===== src/rtl/pll_reset_seq.sv =====
`timescale 1ns/1ps
// pll_reset_seq
// Brings up the board PLL and then releases the downstream resets in a fixed
// order: PLL reset pulse, wait for lock, require a run of stable lock, release
// the system domain, release the camera sensor, then pulse cfg_start once and
// hold ready. Any loss of lock after release restarts the whole sequence.
//
// Build option: define PLL_LOCK_TIMEOUT_EN to make WAIT_LOCK give up after
// LOCK_TIMEOUT_CYCLES without lock, re-pulse the PLL reset and count it in
// relock_count. Without it WAIT_LOCK waits indefinitely.
//
// state     | meaning
// ----------+----------------------------------------------------------------
// PLL_RST   | pll_reset held high for POR_CYCLES
// WAIT_LOCK | waiting for synchronized lock (optional timeout)
// STABLE    | lock must stay high for LOCK_STABLE_CYCLES consecutive cycles
// REL_SYS   | sys_rst_n released, waiting STAGE_GAP before the camera
// REL_CAM   | cam_rst_n released, waiting STAGE_GAP before RUN
// RUN       | fully up: cfg_start on entry, ready high, lock watched

module pll_reset_seq #(
    parameter int unsigned POR_CYCLES          = 1024,
    parameter int unsigned LOCK_STABLE_CYCLES  = 4096,
    parameter int unsigned STAGE_GAP           = 256,
    parameter int unsigned LOCK_TIMEOUT_CYCLES = 270000
) (
    input  logic       clk,
    input  logic       reset_n,
    input  logic       pll_lock,
    output logic       pll_reset,
    output logic       sys_rst_n,
    output logic       cam_rst_n,
    output logic       cfg_start,
    output logic       ready,
    output logic [7:0] relock_count
);

    typedef enum logic [2:0] {
        PLL_RST   = 3'd0,
        WAIT_LOCK = 3'd1,
        STABLE    = 3'd2,
        REL_SYS   = 3'd3,
        REL_CAM   = 3'd4,
        RUN       = 3'd5
    } state_t;

    // Counter reload values. The WAIT_LOCK cycle that first sees lock counts
    // as the first sample of the stable run, so STABLE needs one fewer.
    localparam logic [19:0] POR_LD     = 20'(POR_CYCLES);
    localparam logic [19:0] STABLE_LD  = 20'(LOCK_STABLE_CYCLES - 1);
    localparam logic [19:0] GAP_LD     = 20'(STAGE_GAP);
    localparam logic [19:0] TIMEOUT_LD = 20'(LOCK_TIMEOUT_CYCLES);

    state_t      state_q, state_d;
    logic [19:0] cnt_q, cnt_d;
    logic [7:0]  relock_count_q, relock_count_d;
    logic        relock_inc;

    logic        lock_meta_q, lock_meta_d;
    logic        lock_s_q, lock_s_d;

    logic        pll_reset_q, pll_reset_d;
    logic        sys_rst_n_q, sys_rst_n_d;
    logic        cam_rst_n_q, cam_rst_n_d;
    logic        cfg_start_q, cfg_start_d;
    logic        ready_q, ready_d;

    // Two-flop synchronizer input stage for the asynchronous lock flag.
    always_comb begin
        lock_meta_d = pll_lock;
        lock_s_d    = lock_meta_q;
    end

    // Synchronizer flops; cleared by reset so lock is never assumed.
    always_ff @(posedge clk or negedge reset_n) begin
        if (!reset_n) begin
            lock_meta_q <= 1'b0;
            lock_s_q    <= 1'b0;
        end else begin
            lock_meta_q <= lock_meta_d;
            lock_s_q    <= lock_s_d;
        end
    end

    // Next-state, shared down-counter and relock bookkeeping.
    always_comb begin
        state_d    = state_q;
        cnt_d      = cnt_q;
        relock_inc = 1'b0;

        case (state_q)
            PLL_RST: begin
                if (cnt_q <= 20'd1) begin
                    state_d = WAIT_LOCK;
                    cnt_d   = TIMEOUT_LD;
                end else begin
                    cnt_d = cnt_q - 20'd1;
                end
            end

            WAIT_LOCK: begin
                if (lock_s_q) begin
                    if (LOCK_STABLE_CYCLES == 1) begin
                        state_d = REL_SYS;
                        cnt_d   = GAP_LD;
                    end else begin
                        state_d = STABLE;
                        cnt_d   = STABLE_LD;
                    end
                end
`ifdef PLL_LOCK_TIMEOUT_EN
                else if (cnt_q <= 20'd1) begin
                    state_d    = PLL_RST;
                    cnt_d      = POR_LD;
                    relock_inc = 1'b1;
                end else begin
                    cnt_d = cnt_q - 20'd1;
                end
`endif
            end

            STABLE: begin
                // A dropout here is not a lock loss: just start waiting again.
                if (!lock_s_q) begin
                    state_d = WAIT_LOCK;
                    cnt_d   = TIMEOUT_LD;
                end else if (cnt_q <= 20'd1) begin
                    state_d = REL_SYS;
                    cnt_d   = GAP_LD;
                end else begin
                    cnt_d = cnt_q - 20'd1;
                end
            end

            REL_SYS: begin
                if (!lock_s_q) begin
                    state_d    = PLL_RST;
                    cnt_d      = POR_LD;
                    relock_inc = 1'b1;
                end else if (cnt_q <= 20'd1) begin
                    state_d = REL_CAM;
                    cnt_d   = GAP_LD;
                end else begin
                    cnt_d = cnt_q - 20'd1;
                end
            end

            REL_CAM: begin
                if (!lock_s_q) begin
                    state_d    = PLL_RST;
                    cnt_d      = POR_LD;
                    relock_inc = 1'b1;
                end else if (cnt_q <= 20'd1) begin
                    state_d = RUN;
                    cnt_d   = POR_LD;
                end else begin
                    cnt_d = cnt_q - 20'd1;
                end
            end

            RUN: begin
                if (!lock_s_q) begin
                    state_d    = PLL_RST;
                    cnt_d      = POR_LD;
                    relock_inc = 1'b1;
                end
            end

            default: begin
                state_d = PLL_RST;
                cnt_d   = POR_LD;
            end
        endcase

        relock_count_d = relock_count_q;
        if (relock_inc && (relock_count_q != 8'hFF)) begin
            relock_count_d = relock_count_q + 8'd1;
        end
    end

    // Output decode from the next state so every output leaves a flop and
    // lines up with the state register.
    always_comb begin
        pll_reset_d = (state_d == PLL_RST);
        sys_rst_n_d = (state_d == REL_SYS) || (state_d == REL_CAM) || (state_d == RUN);
        cam_rst_n_d = (state_d == REL_CAM) || (state_d == RUN);
        ready_d     = (state_d == RUN);
        cfg_start_d = (state_d == RUN) && (state_q != RUN);
    end

    // State, counter and relock counter registers.
    always_ff @(posedge clk or negedge reset_n) begin
        if (!reset_n) begin
            state_q        <= PLL_RST;
            cnt_q          <= POR_LD;
            relock_count_q <= 8'd0;
        end else begin
            state_q        <= state_d;
            cnt_q          <= cnt_d;
            relock_count_q <= relock_count_d;
        end
    end

    // Registered outputs; reset holds the PLL in reset and everything else off.
    always_ff @(posedge clk or negedge reset_n) begin
        if (!reset_n) begin
            pll_reset_q <= 1'b1;
            sys_rst_n_q <= 1'b0;
            cam_rst_n_q <= 1'b0;
            cfg_start_q <= 1'b0;
            ready_q     <= 1'b0;
        end else begin
            pll_reset_q <= pll_reset_d;
            sys_rst_n_q <= sys_rst_n_d;
            cam_rst_n_q <= cam_rst_n_d;
            cfg_start_q <= cfg_start_d;
            ready_q     <= ready_d;
        end
    end

    assign pll_reset    = pll_reset_q;
    assign sys_rst_n    = sys_rst_n_q;
    assign cam_rst_n    = cam_rst_n_q;
    assign cfg_start    = cfg_start_q;
    assign ready        = ready_q;
    assign relock_count = relock_count_q;

endmodule


===== config.mk =====
export PLATFORM = sky130hd
export DESIGN_NAME = pll_reset_seq
export DESIGN_NICKNAME = d
export VERILOG_FILES = /design/src/rtl/pll_reset_seq.sv
export SDC_FILE = /design/constraint.sdc
export NUM_CORES = 1
export LEC_CHECK = 0
export CAP_MARGIN = 10
export CORE_MARGIN = 10
export CORE_UTILIZATION = 50
export CTS_CLUSTER_DIAMETER = 40
export CTS_CLUSTER_SIZE = 25
export DETAILED_ROUTE_END_ITERATION = 6
export PLACE_DENSITY = 0.78
export SLEW_MARGIN = 40
export SYNTH_ARGS = -nofsm -noshare
export SYNTH_HDL_FRONTEND = slang
export SYNTH_SLANG_ARGS = --single-unit

===== constraint.sdc =====
create_clock -name clk -period 2.7 [get_ports clk]
set_clock_uncertainty 0.1 [all_clocks]
set_input_delay 0.405 -clock clk [delete_from_list [all_inputs] [get_ports clk]]
set_output_delay 0.405 -clock clk [all_outputs]
set_load 0.03 [all_outputs]

# After elaboration in Yosys (flattened, before gate mapping)
# Index checks and enable logic that the tools add are counted.
dict set report word_totals {
  ff_bits 38
  word_cells 55
}
dict set report op_classes {
  magnitude_cmp 1
  eq_ne 12
  mux 21
  reduce_logical 9
  add_sub_neg 2
}
# operator count
set ops {}
lappend ops {{20-bit two-way mux} 8}
lappend ops {{20-bit one-hot mux with 6 select lines} 1}
lappend ops {{3-bit two-way mux} 9}
lappend ops {{20-bit by 1-bit <= comparator with 1-bit output, second input constant} 1}
lappend ops {{20-bit by 1-bit subtractor with 20-bit output, second input constant} 1}
lappend ops {{3-bit one-hot mux with 6 select lines} 1}
lappend ops {{3-bit == test, second input constant} 4}
lappend ops {{3-bit by 2-bit == test with 1-bit output, second input constant} 3}
lappend ops {{8-bit by 1-bit adder with 8-bit output, second input constant} 1}
lappend ops {{8-bit inequality test, second input constant} 1}
lappend ops {{3-bit zero test} 2}
lappend ops {{2-bit inequality test, second input constant} 2}
lappend ops {{3-bit by 1-bit == test with 1-bit output, second input constant} 1}
lappend ops {{1-bit logical OR} 3}
lappend ops {{3-bit inequality test, second input constant} 1}
lappend ops {{3-bit OR reduction} 1}
lappend ops {{1-bit logical AND} 2}
lappend ops {{1-bit two-way mux} 2}
lappend ops {{2-bit AND reduction} 1}

# Logic depth before layout (Yosys ltp)
# Gate-level depths: netlist of the first run.
dict set report logic_depth {
  word_depth 7
  ltp_mapped 7
}

# Worst setup path after synthesis of the first run
# OpenSTA, ideal clock, no wires.
dict set report synth_timing {
  kind {reg-to-reg}
  startpoint {register relock_count_q[0], in the netlist relock_count[0]}
  endpoint {register relock_count_q[5], in the netlist relock_count[5]}
  path_buffers 0
  required_time_ps 2465
  synth_period_minus_slack_ps 2287
  arrival_time_ps 2052
  stages_incl_launch_ff 7
  setup_slack_ps 413
  path_cell_list {dfrtp_1 > ha_1 > and3_1 > a221oi_1 > and4_1 > nand3_1 > xnor2_1}
}
dict set report synth_via {
  elab_chain_cells 2
  elab_cells_between_ends 3
  classes_between {add/sub: 1; eq/ne: 1; reduce/logical: 1}
}
# element line
set synth_rtl {}
lappend synth_rtl {{start, declared} 56} ;# logic [7:0] relock_count_q, relock_count_d;
lappend synth_rtl {{start signal, assigned} 200} ;# relock_count_q <= relock_count_d;
lappend synth_rtl {{branches (longest 2 deep; another with 8-bit by 1-bit adder with 8-bit output)} n/a}
# Parallel ways; which one is timed is not known.
# A chain may end at the register's enable or synchronous reset.

# Worst setup path after layout of the first run
dict set report layout_timing {
  startpoint {register cnt_q[14]}
  endpoint {register cnt_q[12]}
}
dict set report layout_via {
  elab_chain_cells 4
  elab_cells_between_ends 8
  classes_between {order compare: 1; mux: 7}
}
# element line
set layout_rtl {}
lappend layout_rtl {{start, declared} 55} ;# logic [19:0] cnt_q, cnt_d;
lappend layout_rtl {{start signal, assigned} 199} ;# cnt_q <= cnt_d;
lappend layout_rtl {{20-bit by 1-bit <= comparator with 1-bit output (*)} n/a}
lappend layout_rtl {{20-bit two-way mux (on tied branches)} {153, 127, 140}}
lappend layout_rtl {{20-bit two-way mux (on tied branches)} {149, 124, 136}}
lappend layout_rtl {{20-bit one-hot mux with 6 select lines (*)} 91} ;# case (state_q)
# Every way passes the cells marked *; elsewhere a longest branch is shown, timed or not.

==> results of run 1 <==
-- layer usage --
metal  vias up  share of wire, %  GRT usage (%)
met3        14               5.9           4.88
met4         0               2.3           5.60
li1        933                 -              -
met5         -                 0              0
met2        62                47           21.9
met1       929                45           17.7
-- power groups by stage --
stage	Combinational, mW	Clock (mW)	Sequential [mW]
6_report	0.571	0.405	0.878
5_1_grt	0.645	0.431	0.902
4_1_cts	0.569	0.417	0.871
3_5_place_dp	0.564	0	0.882
3_3_place_gp	0.552	0	0.873
2_1_floorplan	0.431	0	0.844
-- cells by family after synthesis --
| group | synth area share (%) |
|---|---|
| DFF | 43.0 |
| buffers and inverters | 3.16 |
| adders and majority gates | 1.69 |
| AOI/OAI and AO/OA | 23.4 |
| xor gates and xnor gates | 3.95 |
| and+or+nand+nor | 23.9 |
| muxes | 0.959 |
-- cell usage after synthesis, drive strengths merged (4+ instances only) --
master / n / share of area, %
inv: 7 / 1.2
clkbuf: 6 / 1.0
nor2: 17 / 2.9
a21oi: 8 / 1.8
nand2b: 5 / 1.4
and2: 6 / 1.7
a31oi: 9 / 2.5
o211ai: 4 / 1.4
nor4: 8 / 2.9
xnor2: 8 / 3.2
nand3: 8 / 1.8
o21a: 4 / 1.4
dfrtp: 36 / 41
nor3: 11 / 3.0
nand2: 17 / 2.9
buf: 4 / 0.96
o22ai: 4 / 1.1
nor2b: 4 / 1.1
o21ai: 14 / 3.2
-- sequential cells by signal, indices dropped and copies added (netlist names) --
| signal | flops |
|---|---|
| cnt_q | 20 |
| lock_meta_q | 1 |
| cfg_start | 1 |
| state_q | 3 |
| relock_count | 8 |
| lock_s_q | 1 |
| cam_rst_n | 1 |
| pll_reset | 1 |
| ready | 1 |
| sys_rst_n | 1 |
-- stage by stage --
| step | setup WS, ns | area (um^2) | cells | hold slack, ns | power, mW |
|---|---|---|---|---|---|
| global placement | 0.317 | 2410 | 297 | 0.233 | 1.43 |
| detailed placement | 0.315 | 2420 | 297 | 0.235 | 1.45 |
| global route | 0.0727 | 2520 | 306 | 0.258 | 1.98 |
| CTS | 0.294 | 2520 | 306 | 0.251 | 1.86 |
| finish | 0.246 | 2520 | 306 | 0.249 | 1.85 |
| floorplan | 0.413 | 2220 | 236 | 0.00941 | 1.28 |
-- area by class of cell --
cell class | count | area (um^2) | area share, %
Clock buffer | 7 | 86.3 | 3.43
Clock inverter | 1 | 5.00 | 0.199
Inverter | 7 | 26.3 | 1.04
Sequential cell | 38 | 953 | 37.9
Multi-Input combinational cell | 181 | 1190 | 47.4
Timing Repair Buffer | 20 | 188 | 7.45
Tap cell | 52 | 65.1 | 2.58
-- what timing repair did --
action	4_1_cts	5_1_grt
buffers inserted	0	0
setup endpoints to repair	0	0
hold buffers	1	0
hold endpoints to repair	36	0
-- worst max path at each step --
stage | from | endpoint | slack (ns) | cells past startpoint
2_1_floorplan | relock_count[0]$_DFFE_PN0P_ | relock_count[5]$_DFFE_PN0P_ | 0.41 | 6
3_3_place_gp | cnt_q[14]$_DFFE_PN0P_ | cnt_q[12]$_DFFE_PN0P_ | 0.32 | 6
3_5_place_dp | cnt_q[14]$_DFFE_PN0P_ | cnt_q[12]$_DFFE_PN0P_ | 0.32 | 6
4_1_cts | cnt_q[14]$_DFFE_PN0P_ | cnt_q[12]$_DFFE_PN0P_ | 0.29 | 6
5_1_grt | cnt_q[0]$_DFFE_PN0P_ | cnt_q[16]$_DFFE_PN0P_ | 0.07 | 7
6_report | cnt_q[14]$_DFFE_PN0P_ | cnt_q[12]$_DFFE_PN0P_ | 0.25 | 6
-- worst reg2reg max path, cell delays in order (launching register included) --
cell and delay (ns):
dfrtp_1 0.44, or4_1 0.61, nor2_1 0.32, buf_4 0.22
a31oi_1 0.18, nor2_1 0.30, o21ai_0 0.15
-- placed cells by master (no fill, tap or decap), drive strengths merged, types with 3 or more instances in the layout --
master and n:
o21ai 14, nand2b 5, o22ai 4, nor2b 4
nand2 17, clkdlybuf4s50 14, nand3 8, nor3 11
a31oi 9, inv 7, and3 3, o21a 4
nor2 17, and2 6, ha 3, clkbuf 7
a21oi 8, or4 3, o211ai 4, buf 5
dfrtp 36, xnor2 8, nor4 8
==> flow_summary.toml, run 1 <==
[die]
floorplan.core_area_um2 = 4320
die_y_um = 86.6
die_ar_um2 = 7500
start_util_pct = 51.3
die_x_um = 86.6
ios = 16
core.rowCount = 24

[global_routing]
gr-usage-all-layers_pct = 14.2
antenna_found_initial = 0
grt_pass1_wl_um = 8730
grt_start_max_net_pins = 39
via_count_of_the_first_global_routing_pass = 1840
globalRoute.totalOverflow = 0

[yosys]
post_synth_inst_count = 236
ys_async_sr_fraction_pct = 100
synth-seq-area-share_pct = 43.0
synth-warning-count = 0
synthesis.area_um2 = 2220
yosys.cell_types.count = 60
synth-seq-cells = 38
synth_area_per_cell_um2 = 9.40
synth_nets = 242
synth_enable_flop_cells = 0
synth_top_flop_cell = "dfrtp_1"

[clock_tree]
postCtsResizedCells = 0
cts_buffers = 5
cts_tree = "done"
clock_sinks = 38
clk_path_buf_depth = 2
cts-htree-levels = 2
cts.root.buffer_cell = "clkbuf_8"
clock_latency_ns = 0.30
worst_setup_hold_path_clk_slew_ns = 0.07

[cells_and_area]
fillCellCount = 386
post_route_cells_drive_above_1_share_pct = 9.06
num_antenna_cells = 0
final_core_util_pct = 58.2
layout.nets = 259
layout-area-overhead-vs-synth_pct = 13.5

[routing]
ant_nets = 0
dr.pass1.iters = 4
number_of_vias_per_cell_after_detailed_routing = 6.33
dr.first_iter.drc_count = 211
totalWireLength_um = 5050
drc = 0
route.detailed.wl_per_inst_um = 16.5
route.vias.total = 1938

[pwr]
intPower_mw = 1.16
seqPwrFrac_pct = 47.4
power_density_nw_per_um2 = 736
power_leakage_nw = 1.01
clock_power_share_pct = 21.9
combPwrFrac_pct = 30.8
swShare_pct = 37.6
net-switching-power_uw = 697
power.ir.vdd_worst_uv = 302

[setup_path]
cp_data_required_time_ns = 2.76
setup_slack_on_the_worst_flop_to_flop_path_ns = 0.25
buffer_and_inverter_count_on_the_worst_path = 1
crit_family = "simple AND/OR/NAND/NOR gates"
cells_along_the_critical_path = "or4_1 -> nor2_1 -> buf_4 -> a31oi_1 -> nor2_1 -> o21ai_0"
crit_path_start_kind = "flop"
worst_path_max_delay_cell = "or4_1"
crit-reg2reg-launch = "cnt_q[14]$_DFFE_PN0P_"
critical_path.most_common_cell = "nor2_1"
timing_worst_setup_path_type = "flop to flop"
critical_path_peak_fanout = 8
critPathMaxStageDelay_ns = 0.61
worstPathArrival_ns = 2.51
ff_to_ff_end = "cnt_q[12]$_DFFE_PN0P_"
r2r_cells = 6
cp_endpoint_kind = "flop"

[hold_path]
min_from = "lock_meta_q$_DFF_PN0_"
worst_hold_path_type = "flop to flop"
min_to = "lock_s_q$_DFF_PN0_"
hold_path_depth = 0

[sta]
total_negative_slack_ns = 0
final_min_period_over_clock_period_pct = 90.9
relSlewSlack_pct = 43.8
worstMarginPinSlew_ns = 0.837
fmax_ghz = 0.408
period_needed_ns = 2.45
grt_setup_unrepaired = "no"
timing_hold_violations_final = 0
timing.final.setup_violations = 0
final-max-slew-violation-count = 0

[run_status]
result_of_the_run = "completed"

[placed_design]
routabilityCongestion = 0.849
io_buffer_count = 15
dp_hpwl_um = 3590

[run]
maxCapViolCount = 0
Power figures use the tool's default switching activity.
==> run 2: changes to the inputs <==
==> constraint.sdc (replaced) <==
create_clock -name clk -period 3.12 [get_ports clk]
set_clock_uncertainty 0.1 [all_clocks]
set_input_delay 0.468 -clock clk [delete_from_list [all_inputs] [get_ports clk]]
set_output_delay 0.468 -clock clk [all_outputs]
set_load 0.03 [all_outputs]
==> run 2 against run 1 <==
  * Via count decreased by 2.4%
  * Cell count shrank 0.65%
  * Sequential share of layout area grew 0.27 points
  * Wire length decreased by 2.9%
  * Critical endpoint is now cnt_q[18]$_DFFE_PN0P_
==> flow_summary.toml, run 2 (synthesis gave the netlist of run 1 again) <==
[run_status]
result_of_the_run = "completed"

[routing]
totalWireLength_um = 4900
dr.first_iter.drc_count = 174
drc = 0
ant_nets = 0
number_of_vias_per_cell_after_detailed_routing = 6.22
route.detailed.wl_per_inst_um = 16.1
route.vias.total = 1892
dr.pass1.iters = 4

[die]
floorplan.core_area_um2 = 4320
die_x_um = 86.6
start_util_pct = 51.3
die_ar_um2 = 7500
die_y_um = 86.6
core.rowCount = 24
ios = 16

[setup_path]
timing_worst_setup_path_type = "flop to flop"
setup.worst_path.end = "cnt_q[18]$_DFFE_PN0P_"
setup_slack_on_the_worst_flop_to_flop_path_ns = 0.64
ff_to_ff_end = "cnt_q[18]$_DFFE_PN0P_"
crit_path_start_kind = "flop"
cp_endpoint_kind = "flop"
worstPathArrival_ns = 2.55
cp_data_required_time_ns = 3.19
crit_start = "cnt_q[0]$_DFFE_PN0P_"
r2r_cells = 7
crit-reg2reg-launch = "cnt_q[0]$_DFFE_PN0P_"
critical_path_peak_fanout = 7

[clock_tree]
cts-htree-levels = 2
worst_setup_hold_path_clk_slew_ns = 0.07
cts_setup_buffers = 0
clock_sinks = 38
cts_buffers = 5
cts_tree = "done"
postCtsResizedCells = 0
clock_latency_ns = 0.30
clk_path_buf_depth = 2
cts.hold.buffers_added = 0
cts.root.buffer_cell = "clkbuf_8"

[cells_and_area]
final-instance-count-excl-fill = 304
largest-register = "cnt_q"
post_route_cells_drive_above_1_share_pct = 8.73
layout-area-overhead-vs-synth_pct = 12.7
commonest_non_fill_non_tap_cells_in_the_layout = "36 x dfrtp_1, 17 x nor2_1, 17 x nand2_1"
num_antenna_cells = 0
largest_register_ff_count = 20
layout.cells.most_common = "dfrtp_1"
final_core_util_pct = 57.8
layout.nets = 257

[global_routing]
top_usage_layer = "met2"
globalRoute.totalOverflow = 0
via_count_of_the_first_global_routing_pass = 1777
gr-usage-all-layers_pct = 14.0
antenna_found_initial = 0
global_route.usage.met2_pct = 20.9
grt_start_max_net_pins = 39
global_route.usage.met3_pct = 4.41
globalRouteMet1Util_pct = 18.3
grt_pass1_wl_um = 8540

[sta]
timing.final.setup_violations = 0
period_needed_ns = 2.48
total_negative_slack_ns = 0
grt_setup_unrepaired = "no"
fmax_ghz = 0.404
final_min_period_over_clock_period_pct = 79.4
timing_hold_violations_final = 0
worstMarginPinSlew_ns = 0.762
final-max-slew-violation-count = 0
relSlewSlack_pct = 48.8

[hold_path]
worst_hold_path_type = "input port to async pin"

[run]
maxCapViolCount = 0

[placed_design]
placed_cells = 296
dp_hpwl_um = 3510
routabilityCongestion = 0.871
io_buffer_count = 15

[pwr]
power_density_nw_per_um2 = 640
post-layout-total-power_mw = 1.60
power.ir.vdd_worst_uv = 335
power_leakage_nw = 0.999
[run 2: layout make-up]
| type | instances | area (um^2) |
|---|---|---|
| inverter | 7 | 26.3 |
| fill | 383 | 1820 |
| clock buffer | 7 | 86.3 |
| tap | 52 | 65.1 |
| multi-input combinational | 181 | 1190 |
| timing repair buffer | 18 | 170 |
| clock inverter | 1 | 5.00 |
| sequential | 38 | 953 |
[run 2: how the worst min path moves through the flow]
stage / startpoint / depth (start not counted) / endpoint
global placement: lock_meta_q$_DFF_PN0_ / 0 / lock_s_q$_DFF_PN0_
global route: reset_n / 1 / relock_count[6]$_DFFE_PN0P_
CTS: reset_n / 1 / cam_rst_n$_DFF_PN0_
floorplan: reset_n / 0 / cam_rst_n$_DFF_PN0_
detailed placement: lock_meta_q$_DFF_PN0_ / 0 / lock_s_q$_DFF_PN0_
finish: reset_n / 1 / relock_count[1]$_DFFE_PN0P_
[run 2: through the flow]
stage / instance area, um^2 / hold slack, ns / worst slack, ns
2_1_floorplan: 2220 / 0.0724 / 0.833
3_3_place_gp: 2410 / 0.242 / 0.719
3_5_place_dp: 2410 / 0.243 / 0.717
4_1_cts: 2500 / 0.198 / 0.689
5_1_grt: 2500 / 0.0483 / 0.483
6_report: 2500 / 0.0215 / 0.643
[run 2: worst max-delay path: stages, from the launching register on]
cell and delay, ns:
dfrtp_1 0.44, inv_1 0.10, ha_1 0.29, nor3b_1 0.47
nand2_1 0.28, o31a_1 0.31, nor3_1 0.23, o21ai_0 0.12
[run 2: where the power goes]
part	leakage, nW	switching (mW)	total, mW	internal, mW
Combinational	0.473	0.263	0.485	0.222
Clock	0.0482	0.175	0.353	0.178
Sequential	0.478	0.163	0.762	0.600
Total	0.999	0.601	1.60	1.00
[run 2: metal layers]
| layer | vias to the layer above | wire (um) |
|---|---|---|
| met2 | 53 | 2240 |
| li1 | 931 | - |
| met1 | 902 | 2310 |
| met5 | - | 0 |
| met4 | 0 | 78 |
| met3 | 6 | 273 |
